[src/rtl/mem_req_sequencer.sv]
// Request sequencer for a single-port 16-deep sync memory: turns valid/ready
// write/read requests into cs/write_en/read_en cycles, captures read data into
// a response register held under backpressure, and counts completed transactions.
module mem_req_sequencer #(
  parameter int unsigned DATA_W = 8,
  parameter int unsigned ADDR_W = 4,
  parameter int unsigned CNT_W  = 8
) (
  input  logic              clk,
  input  logic              rst_n,
  input  logic              req_valid,
  output logic              req_ready,
  input  logic              req_we,
  input  logic [ADDR_W-1:0] req_addr,
  input  logic [DATA_W-1:0] req_wdata,
  output logic              rsp_valid,
  input  logic              rsp_ready,
  output logic [DATA_W-1:0] rsp_data,
  output logic              wr_done,
  output logic              mem_cs,
  output logic              mem_write_en,
  output logic              mem_read_en,
  output logic [ADDR_W-1:0] mem_addr,
  output logic [DATA_W-1:0] mem_wdata,
  input  logic [DATA_W-1:0] mem_rdata,
  output logic [CNT_W-1:0]  wr_cnt,
  output logic [CNT_W-1:0]  rd_cnt
);

  localparam logic [2:0] IDLE     = 3'd0;
  localparam logic [2:0] WRITE    = 3'd1;
  localparam logic [2:0] RD_LATCH = 3'd2;
  localparam logic [2:0] RD_DRIVE = 3'd3;
  localparam logic [2:0] RESP     = 3'd4;

  logic [2:0] state_q;
  logic [2:0] state_d;
  logic       accept_c;
  logic       cs_d;
  logic       we_d;
  logic       re_d;
  logic       ready_d;

  // Next-state logic plus decode of the next state into memory-side strobes.
  // Strobes are flopped from the next state so they line up with the state
  // register and never see req_* combinationally.
  always_comb begin
    state_d  = state_q;
    accept_c = 1'b0;
    cs_d     = 1'b0;
    we_d     = 1'b0;
    re_d     = 1'b0;
    ready_d  = 1'b0;
    case (state_q)
      IDLE: begin
        if (req_valid) begin
          accept_c = 1'b1;
          state_d  = req_we ? WRITE : RD_LATCH;
        end
      end
      WRITE:    state_d = IDLE;
      RD_LATCH: state_d = RD_DRIVE;
      RD_DRIVE: state_d = RESP;
      RESP: begin
        if (rsp_ready) state_d = IDLE;
      end
      default:  state_d = IDLE;
    endcase
    case (state_d)
      WRITE: begin
        cs_d = 1'b1;
        we_d = 1'b1;
      end
      RD_LATCH: cs_d = 1'b1;
      RD_DRIVE: begin
        cs_d = 1'b1;
        re_d = 1'b1;
      end
      IDLE:     ready_d = 1'b1;
      default: ;
    endcase
  end

  // State register and registered memory strobes; reset drops enables at once.
  always_ff @(posedge clk or negedge rst_n) begin
    if (!rst_n) begin
      state_q      <= IDLE;
      req_ready    <= 1'b1;
      mem_cs       <= 1'b0;
      mem_write_en <= 1'b0;
      mem_read_en  <= 1'b0;
    end else begin
      state_q      <= state_d;
      req_ready    <= ready_d;
      mem_cs       <= cs_d;
      mem_write_en <= we_d;
      mem_read_en  <= re_d;
    end
  end

  // Request address/data captured on accept and held for the whole transaction.
  always_ff @(posedge clk or negedge rst_n) begin
    if (!rst_n) begin
      mem_addr  <= '0;
      mem_wdata <= '0;
    end else if (accept_c) begin
      mem_addr  <= req_addr;
      mem_wdata <= req_wdata;
    end
  end

  // Write completion pulse and committed-write counter.
  always_ff @(posedge clk or negedge rst_n) begin
    if (!rst_n) begin
      wr_done <= 1'b0;
      wr_cnt  <= '0;
    end else begin
      wr_done <= (state_q == WRITE);
      if (state_q == WRITE) wr_cnt <= wr_cnt + CNT_W'(1);
    end
  end

  // Read data capture while the memory drives, held until the master takes it.
  always_ff @(posedge clk or negedge rst_n) begin
    if (!rst_n) begin
      rsp_valid <= 1'b0;
      rsp_data  <= '0;
      rd_cnt    <= '0;
    end else if (state_q == RD_DRIVE) begin
      rsp_valid <= 1'b1;
      rsp_data  <= mem_rdata;
    end else if (state_q == RESP && rsp_ready) begin
      rsp_valid <= 1'b0;
      rd_cnt    <= rd_cnt + CNT_W'(1);
    end
  end

endmodule

[config.mk]
export PLATFORM = sky130hd
export DESIGN_NAME = mem_req_sequencer
export DESIGN_NICKNAME = d
export VERILOG_FILES = /design/src/rtl/mem_req_sequencer.sv
export SDC_FILE = /design/constraint.sdc
export NUM_CORES = 1
export LEC_CHECK = 0
export ABC_AREA = 1
export BUFFER_PORTS_ARGS = -buffer_cell sky130_fd_sc_hd__buf_2
export CAP_MARGIN = 10
export CORE_UTILIZATION = 36
export CTS_CLUSTER_DIAMETER = 200
export DETAILED_ROUTE_END_ITERATION = 16
export PLACE_DENSITY = 0.68
export SLEW_MARGIN = 20
export SYNTH_ARGS = -nofsm -noshare
export SYNTH_HDL_FRONTEND = slang
export SYNTH_SLANG_ARGS = --single-unit
[constraint.sdc]
create_clock -name clk -period 1.55 [get_ports clk]
set_input_delay 0 -clock clk [delete_from_list [all_inputs] [get_ports clk]]
set_output_delay 0 -clock clk [all_outputs]
set_load 0.01 [all_outputs]
# After elaboration in Yosys (flattened, before gate mapping)
# Cells that the tools add are included.
# op_classes
muxes	12
n_mul	0
addsub	2
order_cmp	0
n_eq_ne	7
bitwise	1
n_shift	0
n_reduce_logical	6
div_mod_pow	0
# ops
operator	count
$add A8 B1 Y8 const B	2
$eq A3 B2 Y1 const B	4
$pmux W3 S4	1
$mux W1	8
$eq A3 B1 Y1 const B	2
$logic_not A3 Y1	2
$mux W3	2
$eq A3 B3 Y1 const B	1
$reduce_or A3 Y1	1
$mux W2	1
$reduce_and A2 Y1	1
$reduce_bool A2 Y1	1
$logic_and A1 B1 Y1	1
$not A1 Y1	1
# word_totals
latchBits	0
mem_count	0
out_inout_bits	42
ramBits	0
in_bits	25
regBits	45
rom_bits	0

# Depth between registers and ports, before layout
# Gate-level depths: netlist (run 1).
# depth
depth_word	6
ltp_mapped	7
depth_no_buf	7

# Worst setup path before layout (run 1)
# No wires, ideal clock.
# synth_path
kind	register -> register
startpoint	register state_q[0]
endpoint	register rd_cnt[7]
path_stages_with_launch	7
slack_ns	0.349
arrival_ns	1.084
path_cell_list	dfrtp_1 > nor2_4 > nand3_4 > inv_2 > nand3_1 > nand2_1 > nand2_1
# synth_between
elab_chain_len	3
word_cells_on_any_way	5
# synth_rtl
element	line_no	text
from (decl)	36	logic [2:0] state_q;
from (signal assigned)	93	state_q <= state_d;
$eq A3 B3 Y1 or $eq A3 B2 Y1 (tied branches)	132, 129	
$logic_and A1 B1 Y1 or $not A1 Y1 (tied branches)	--	
$reduce_and A2 Y1 (no source line) (*)	--	
to (signal assigned)	134	rd_cnt <= rd_cnt + CNT_W'(1);
to (decl)	27	output logic [CNT_W-1:0] rd_cnt
# Every way passes the cells marked *; elsewhere a longest branch is shown, timed or not.
# A chain may end at the register's enable or synchronous reset.

# Worst setup path after layout (run 1)
# layout_path
startpoint	register state_q[1]
endpoint	register mem_wdata[7]
# layout_between
elab_chain_len	2
# layout_rtl
element	line_no	text
$logic_not A3 Y1	54	case (state_q)
$mux W1	54	
to (signal assigned)	108	mem_wdata <= req_wdata;
to (decl)	24	output logic [DATA_W-1:0] mem_wdata,
# Every way passes these cells.

==> metrics.yaml, run 1 <==
ant_nets: 0
dieWidth_um: 76.76
relSlewSlack_pct: 66.18
layout_common_cells: "66 x buf_2, 60 x nand2_1, 44 x dfrtp_1"
dpl_cell_area_um2: 2424
maxCapViolations: 0
ys.warnings.count: 0
outcome: "completed"
clock_latency_ns: 0.30
worst_slew_pin_slew_ns: 0.5074
cts_buffers: 5
final.setup_skew_ns: 0.007004
rsz0062_at_grt: "false"
routabilityCongestion: 0.7824
drc_errors: 0
fin_area_um2: 2750
ys_seq_area_share_pct: 56.03
fin_crit_sh_pct: 85.25
hp-class: "in2reg"
grt_pass1_wl_um: 6996
worstPathArrival_ns: 1.50
syn_avg_cell_area_um2: 9.446
post_cts_resized: 0
setup_viol: 0
postCtsSetupRepairBufs: 0
netlist-cell-type-count: 20
area_growth_pct: 36.69
ys_ff_latch: 45
postSynthCellCount: 213
start_util_pct: 38.41
p_leak_uw: 0.001518
grt_pass1_vias: 1574
synthAdderAreaFrac_pct: 1.244
clk_pin_slew_ns: 0.08
hold_depth: 3
fmax_ghz: 0.7568
drt_first_pass_iters: 6
core_area_um2: 5238
ys_top_cells_by_area: "dfrtp_1 55%, nand2_1 11%, inv_1 6.9%"
avgViaCountPerCell: 4.261
synthMuxAreaShare_pct: 0
clkSinkCount: 45
dp.final_hpwl_um: 2702
io_pins: 67
io_buffer_count: 66
final_common_cell: "buf_2"
grt_max_degree: 26
die_h_um: 76.76
power_density_nw_per_um2: 1625
synth_top_family_by_area: "simple AND/OR/NAND/NOR gates"
drt-total-wl_um: 4008
globalRouteOverflowTotal: 0
hold_viol: 0
synth_compound_area_share_pct: 8.209
cts-root-buf: "clkbuf_8"
wire_per_inst_um: 10.58
synth_top_cell_by_area: "dfrtp_1"
synth_top_area_share_pct: 54.73
netlist_area_um2: 2012
clk_path_buf_depth: 2
synth-xor-area-share_pct: 3.047
synth_nets: 240
worstSetupEndpointType: "flip-flop"
worst-setup-path-type: "reg2reg"
drt_iter0_drc: 33
ir_worst_vdd_mv: 0.6588
cp.required_ns: 1.73
start_kind: "flip-flop"
path_max_fanout: 24
grt_usage_pct: 15.09
antenna_found_initial: 0
fin_tns_setup_ns: 0
rr_worst_depth: 4
cts_max_level: 2
vias: 1615
synthSimpleGateAreaFrac_pct: 22.51
drive_gt1_share_pct: 31.72
nets: 335
dieArea_um2: 5891
maxSlewViolCount: 0
fp-row-count: 26
min_period_ns: 1.321
n_antenna_cell: 0
cts_tree: "yes"
-- area by class of cell --
| class | count | area, µm² |
|---|---|---|
| Clock inverter | 2 | 13.76 |
| Fill cell | 497 | 2487 |
| Tap cell | 70 | 87.58 |
| Sequential cell | 45 | 1127 |
| Inverter | 39 | 146.4 |
| Clock buffer | 6 | 82.58 |
| Multi-Input combinational cell | 126 | 704.4 |
| Timing Repair Buffer | 91 | 588.1 |
-- per-layer routing --
layer / global-route usage (%) / vias to the layer above / share of wire [%]
li1: - / 841 / -
met1: 18.64 / 723 / 46
met2: 24.73 / 45 / 48
met3: 4.762 / 6 / 4.9
met4: 5.192 / 0 / 1.4
met5: 0 / - / 0
-- worst max-delay path, stage by stage (launching register included) --
cell     delay, ns
dfrtp_1       0.46
nor2_4        0.20
nand3_4       0.30
nand2_1       0.17
o21ai_2       0.06
-- power breakdown --
part / internal [µW] / switching, µW / total [µW] / leakage, µW
combinational: 730 / 1030 / 1760 / 0.000896
clock: 361 / 394 / 756 / 0.0000512
sequential: 1640 / 313 / 1960 / 0.000571
total: 2730 / 1730 / 4470 / 0.00152
-- synthesized netlist by cell type, drive strengths merged --
master / n
xnor2: 1
buf: 3
nor3: 2
nand3b: 3
inv: 39
nand3: 10
nand4: 2
dfstp: 1
a21oi: 3
nand2: 60
nor2: 16
dfrtp: 44
ha: 2
xor2: 6
o21ai: 21
-- stage by stage --
| stage | setup slack [ns] | hold slack (ns) | instances | power, µW | utilization [%] |
|---|---|---|---|---|---|
| after global placement | 0.2702 | -0.003684 | 348 | 3661 | 46.27 |
| after global routing | 0.09328 | 0.05219 | 379 | 4870 | 52.51 |
| after detailed placement | 0.2242 | -0.003294 | 348 | 3721 | 46.27 |
| after CTS | 0.2145 | 0.02146 | 379 | 4549 | 52.51 |
| final | 0.2287 | 0.03109 | 379 | 4469 | 52.51 |
| after floorplan | 0.3488 | -0.2956 | 213 | 3090 | - |
-- flip-flops by register name, indices dropped and copies added, names as in the netlist, 3 cells and up --
signal     count
state_q        3
wr_cnt         8
rd_cnt         8
mem_addr       4
mem_wdata      8
rsp_data       8
-- what timing repair did --
item / 4_1_cts / 5_1_grt
hold buffers: 23 / 0
hold endpoints to repair: 43 / 0
endpoints found under the setup margin: 0 / 0
-- worst paths after layout --
path,end,startpoint,slack [ns]
worst max register to register,mem_wdata[7]$_DFFE_PN0P_,state_q[1]$_DFF_PN0_,0.23
worst min register to register,rsp_valid$_DFFE_PN0P_,rsp_valid$_DFFE_PN0P_,0.48
min in group asynchronous,rd_cnt[6]$_DFFE_PN0P_,rst_n,0.20
max in group asynchronous,req_ready$_DFF_PN1_,rst_n,0.77
worst max-delay path,mem_wdata[7]$_DFFE_PN0P_,state_q[1]$_DFF_PN0_,0.23
worst min-delay path,mem_cs$_DFF_PN0_,req_valid,0.03
-- kinds of logic (layout without fill, tap and decap cells) --
family | Yosys count | in the layout
adder cells (fa/ha/maj) | 2 | 2
AND/OR/NAND/NOR | 93 | 93
XOR/XNOR | 7 | 7
buffers and inverters | 42 | 138
flip-flops | 45 | 45
AO/OA/AOI/OAI | 24 | 24
No activity file was read; power rests on OpenSTA's default activity.
==> inputs of run 2 (changes only) <==
--- a/config.mk
+++ b/config.mk
@@ -11,7 +11,6 @@
 export CORE_UTILIZATION = 36
 export CTS_CLUSTER_DIAMETER = 200
 export DETAILED_ROUTE_END_ITERATION = 16
-export PLACE_DENSITY = 0.68
 export SLEW_MARGIN = 20
 export SYNTH_ARGS = -nofsm -noshare
 export SYNTH_HDL_FRONTEND = slang
==> metrics.yaml, run 2 (same netlist as run 1, synthesis figures left out) <==
dieArea_um2: 5891  # unchanged
postCtsSetupRepairBufs: 0  # unchanged
hp-class: "in2reg"  # unchanged
power_density_nw_per_um2: 1616  # was 1625 nW/µm²
fin_tns_setup_ns: 0  # unchanged
relSlewSlack_pct: 66.63  # was 66.18%
hp-start: "req_valid"  # unchanged
cts-root-buf: "clkbuf_8"  # unchanged
clock_latency_ns: 0.29  # was 0.30 ns
dp.final_hpwl_um: 2722  # was 2702 µm
n_antenna_cell: 0  # unchanged
worst_slew_pin_slew_ns: 0.5005  # was 0.5074 ns
start_util_pct: 38.41  # unchanged
layout_common_cells: "66 x buf_2, 60 x nand2_1, 44 x dfrtp_1"  # unchanged
path_max_fanout: 24  # unchanged
io_pins: 67  # unchanged
cts_max_level: 2  # unchanged
routabilityCongestion: 0.7788  # was 0.7824
fp-row-count: 26  # unchanged
startpoint: "state_q[1]$_DFF_PN0_"  # unchanged
cts_buffers: 5  # unchanged
wire_per_inst_um: 10.34  # was 10.58 µm
layout_setup_ws_ns: 0.2283  # was 0.2287 ns
min_period_ns: 1.322  # was 1.321 ns
worstSetupEndpointType: "flip-flop"  # unchanged
drt_first_pass_iters: 6  # unchanged
nets: 335  # unchanged
cts_hold_buf: 23  # unchanged
reg2reg_slack_ns: 0.23  # about the same
area_growth_pct: 36.26  # was 36.69%
avgViaCountPerCell: 4.282  # was 4.261
io_buffer_count: 66  # unchanged
hold_depth: 3  # unchanged
rr_worst_depth: 4  # unchanged
worst-setup-path-type: "reg2reg"  # unchanged
grt_max_degree: 26  # unchanged
grt_pass1_wl_um: 7093  # was 6996 µm
dieWidth_um: 76.76  # unchanged
rsz0062_at_grt: "false"  # unchanged
worstPathArrival_ns: 1.50  # about the same
hold_viol: 0  # unchanged
start_kind: "flip-flop"  # unchanged
drc_errors: 0  # unchanged
setup_viol: 0  # unchanged
final_common_cell: "buf_2"  # unchanged
clk_path_buf_depth: 2  # unchanged
drt-total-wl_um: 3920  # was 4008 µm
p_leak_uw: 0.001505  # was 0.001518 µW
clk_pin_slew_ns: 0.09  # was 0.08 ns
vias: 1623  # was 1615
cp.required_ns: 1.73  # about the same
gr-usage-met2_pct: 24.82  # was 24.73%
fin_hold_ws_ns: 0.03715  # was 0.03109 ns
drt_iter0_drc: 66  # was 33
die_h_um: 76.76  # unchanged
final.setup_skew_ns: 0.005922  # was 0.007004 ns
globalRouteOverflowTotal: 0  # unchanged
core_area_um2: 5238  # unchanged
r2r-end: "mem_wdata[0]$_DFFE_PN0P_"  # was mem_wdata[7]$_DFFE_PN0P_
post_cts_resized: 0  # unchanged
whs_endpoint: "mem_cs$_DFF_PN0_"  # unchanged
grt_pass1_vias: 1588  # was 1574
grt_usage_pct: 14.95  # was 15.09%
maxCapViolations: 0  # unchanged
fmax_ghz: 0.7566  # was 0.7568 GHz
clkSinkCount: 45  # unchanged
met3_usage_pct: 4.524  # was 4.762%
maxSlewViolCount: 0  # unchanged
outcome: "completed"  # unchanged
pre_cts_ws_ns: 0.2321  # was 0.2242 ns
r2r_start: "state_q[1]$_DFF_PN0_"  # unchanged
fin_crit_sh_pct: 85.27  # was 85.25%
antenna_found_initial: 0  # unchanged
ant_nets: 0  # unchanged
cts_tree: "yes"  # unchanged
grt_busiest_layer: "met2"  # unchanged
drive_gt1_share_pct: 31.39  # was 31.72%
met1_usage_pct: 18.31  # was 18.64%
ir_worst_vdd_mv: 0.8237  # was 0.6588 mV
==> run 2: metal layers <==
layer,up-vias,routed length [µm]
li1,842,-
met1,729,1826
met2,47,1811
met3,5,234
met4,0,48
met5,-,0
==> run 2: layout make-up <==
cell class                      count  area [µm²]
Fill cell                         511        2496
Clock buffer                        6       72.57
Multi-Input combinational cell    126       704.4
Timing Repair Buffer               91       588.1
Tap cell                           70       87.58
Inverter                           39       146.4
Clock inverter                      2       15.01
Sequential cell                    45        1127
==> run 2: worst max path at each step <==
| stage | endpoint | slack [ns] | cells past startpoint |
|---|---|---|---|
| after floorplan | rd_cnt[7]$_DFFE_PN0P_ | 0.35 | 6 |
| after global placement | mem_addr[0]$_DFFE_PN0P_ | 0.27 | 4 |
| after detailed placement | mem_addr[0]$_DFFE_PN0P_ | 0.23 | 4 |
| after CTS | mem_wdata[0]$_DFFE_PN0P_ | 0.20 | 4 |
| after global routing | mem_addr[3]$_DFFE_PN0P_ | 0.09 | 4 |
| final | mem_wdata[0]$_DFFE_PN0P_ | 0.23 | 4 |
==> run 2: report_power, final <==
part | switching (µW) | total (µW) | internal [µW]
sequential | 317 | 1960 | 1640
combinational | 1020 | 1750 | 730
clock | 398 | 716 | 318
total | 1740 | 4430 | 2690
==> run 2: through the flow <==
stage | cell area (µm²) | total power, µW | cells | utilization [%]
detailed placement | 2424 | 3721 | 348 | 46.27
floorplan | 2012 | 3090 | 213 | -
global placement | 2424 | 3672 | 348 | 46.27
finish | 2741 | 4429 | 379 | 52.34
CTS | 2741 | 4503 | 379 | 52.34
global route | 2741 | 4817 | 379 | 52.34
==> run 2: critical path: stages (launching register included) <==
cell and delay (ns):
dfrtp_1 0.46, nor2_4 0.21, nand3_4 0.30, nand2_1 0.18, o21ai_2 0.06
==> inputs of run 3 (changes only) <==
--- a/config.mk
+++ b/config.mk
@@ -8,9 +8,11 @@
 export ABC_AREA = 1
 export BUFFER_PORTS_ARGS = -buffer_cell sky130_fd_sc_hd__buf_2
 export CAP_MARGIN = 10
+export CORE_MARGIN = 2
 export CORE_UTILIZATION = 36
 export CTS_CLUSTER_DIAMETER = 200
 export DETAILED_ROUTE_END_ITERATION = 16
+export PLACE_DENSITY = 0.71
 export SLEW_MARGIN = 20
 export SYNTH_ARGS = -nofsm -noshare
 export SYNTH_HDL_FRONTEND = slang
==> metrics.yaml, run 3 (same netlist as run 1, synthesis figures left out) <==
start_util_pct: 36.99  # was 38.41%
path_max_fanout: 24  # unchanged
relSlewSlack_pct: 66.49  # was 66.63%
worst-setup-path-type: "reg2reg"  # unchanged
pre_cts_ws_ns: 0.2345  # was 0.2321 ns
p_seq_share_pct: 41.2  # was 44.2%
clk_path_buf_depth: 2  # unchanged
power_density_nw_per_um2: 1698  # was 1616 nW/µm²
wire_per_inst_um: 10.45  # was 10.34 µm
utilization_pct: 51.30  # was 52.34%
setup_viol: 0  # unchanged
dp.final_hpwl_um: 2672  # was 2722 µm
clk_pin_slew_ns: 0.09  # about the same
drt-total-wl_um: 3980  # was 3920 µm
hold_viol: 0  # unchanged
io_buffer_count: 66  # unchanged
fin_crit_sh_pct: 86.64  # was 85.27%
nets: 335  # unchanged
antenna_found_initial: 0  # unchanged
dpl_cell_area_um2: 2426  # was 2424 µm²
outcome: "completed"  # unchanged
cp.required_ns: 1.73  # about the same
routabilityCongestion: 0.7415  # was 0.7788
area_growth_pct: 38.68  # was 36.26%
n_antenna_cell: 0  # unchanged
die_h_um: 78.76  # was 76.76 µm
final-instance-count-excl-fill: 381  # was 379
cts_max_level: 2  # unchanged
worstSetupEndpointType: "flip-flop"  # unchanged
grt_max_degree: 25  # was 26
grt_pass1_vias: 1558  # was 1588
grt_usage_pct: 14.07  # was 14.95%
fmax_ghz: 0.7446  # was 0.7566 GHz
p_leak_uw: 0.001535  # was 0.001505 µW
core_area_um2: 5439  # was 5238 µm²
drc_errors: 0  # unchanged
final_common_cell: "buf_2"  # unchanged
ant_nets: 0  # unchanged
rsz0062_at_grt: "false"  # unchanged
drive_gt1_share_pct: 31.72  # was 31.39%
r2r_start: "state_q[1]$_DFF_PN0_"  # unchanged
hp-class: "in2reg"  # unchanged
startpoint: "state_q[1]$_DFF_PN0_"  # unchanged
power.switching_uw: 1725  # was 1739 µW
layout_common_cells: "66 x buf_2, 60 x nand2_1, 44 x dfrtp_1"  # unchanged
start_kind: "flip-flop"  # unchanged
worstPathArrival_ns: 1.52  # was 1.50 ns
drt_first_pass_iters: 5  # was 6
vias: 1606  # was 1623
p_int_uw: 3013  # was 2690 µW
multi_input_area_um2: 704.4  # unchanged
drt_iter0_drc: 38  # was 66
cts-root-buf: "clkbuf_8"  # unchanged
switching_share_pct: 36.41  # was 39.27%
cts_tree: "yes"  # unchanged
fill_cells: 531  # was 511
regArea_um2: 1127  # unchanged
layout_setup_ws_ns: 0.2071  # was 0.2283 ns
min_period_ns: 1.343  # was 1.322 ns
maxSlewViolCount: 0  # unchanged
dp.cells: 350  # was 348
dieWidth_um: 78.76  # was 76.76 µm
clockPowerShare_pct: 21.7  # was 16.2%
clkSinkCount: 45  # unchanged
maxCapViolations: 0  # unchanged
power_frac_comb_pct: 37.1  # was 39.6%
fin_tns_setup_ns: 0  # unchanged
globalRouteOverflowTotal: 0  # unchanged
ir_worst_vdd_mv: 0.8134  # was 0.8237 mV
fin_area_um2: 2790  # was 2741 µm²
final.setup_skew_ns: 0.006102  # was 0.005922 ns
clock_latency_ns: 0.29  # about the same
fp-row-count: 27  # was 26
avgViaCountPerCell: 4.215  # was 4.282
worst_slew_pin_slew_ns: 0.5026  # was 0.5005 ns
grt_pass1_wl_um: 6893  # was 7093 µm
hp-start: "req_valid"  # unchanged
cts_buffers: 5  # unchanged
io_pins: 67  # unchanged
dieArea_um2: 6202  # was 5891 µm²
postCtsSetupRepairBufs: 0  # unchanged
[run 3: timing repair]
| action | 4_1_cts | 5_1_grt |
|---|---|---|
| hold buffers | 23 | 0 |
| hold endpoints to repair | 44 | 0 |
| gates resized for setup | 0 | 0 |
[run 3: stage by stage]
stage	hold slack [ns]	total power [µW]
after floorplan	-0.2956	3090
after global placement	0.003426	3657
after detailed placement	0.003373	3707
after CTS	0.02975	4805
after global routing	0.05618	5141
final	0.03982	4737
[run 3: path summary, 6_finish.rpt]
| check | end | slack (ns) | depth (start not counted) |
|---|---|---|---|
| max reg2reg | mem_wdata[4]$_DFFE_PN0P_ | 0.21 | 4 |
| max | mem_wdata[4]$_DFFE_PN0P_ | 0.21 | 4 |
| max in group asynchronous | req_ready$_DFF_PN1_ | 0.78 | 3 |
| min | mem_cs$_DFF_PN0_ | 0.04 | 3 |
| min in group asynchronous | rd_cnt[6]$_DFFE_PN0P_ | 0.20 | 2 |
| min reg2reg | rsp_valid$_DFFE_PN0P_ | 0.47 | 2 |
[run 3: area by class of cell]
| type | count | share of cell area [%] |
|---|---|---|
| repair buffers | 91 | 21.08 |
| clock inverters | 3 | 2.332 |
| flip-flops and latches | 45 | 40.40 |
| multi-input cells | 126 | 25.25 |
| well taps | 72 | 3.229 |
| inverters | 39 | 5.247 |
| clock buffers | 5 | 2.466 |
[run 3: per-layer routing]
| layer | GRT usage (%) | part of all wire [%] | vias to the layer above |
|---|---|---|---|
| met4 | 4.211 | 1.1 | 0 |
| met2 | 24.53 | 51 | 40 |
| li1 | - | - | 838 |
| met1 | 16.65 | 42 | 723 |
| met3 | 4.318 | 5.4 | 5 |
| met5 | 0 | 0 | - |
[run 3: critical path, stage by stage (launching register included)]
cell,delay (ns)
dfrtp_1,0.46
nor2_4,0.21
nand3_4,0.31
nand2_1,0.18
o21ai_2,0.07
[run 3: power by group through the flow]
stage / logic (µW) / registers (µW) / clock network [µW]
finish: 1760 / 1950 / 1030
global route: 2000 / 2020 / 1120
CTS: 1780 / 1960 / 1070
detailed placement: 1740 / 1970 / 0
global placement: 1690 / 1970 / 0
floorplan: 910 / 2180 / 0
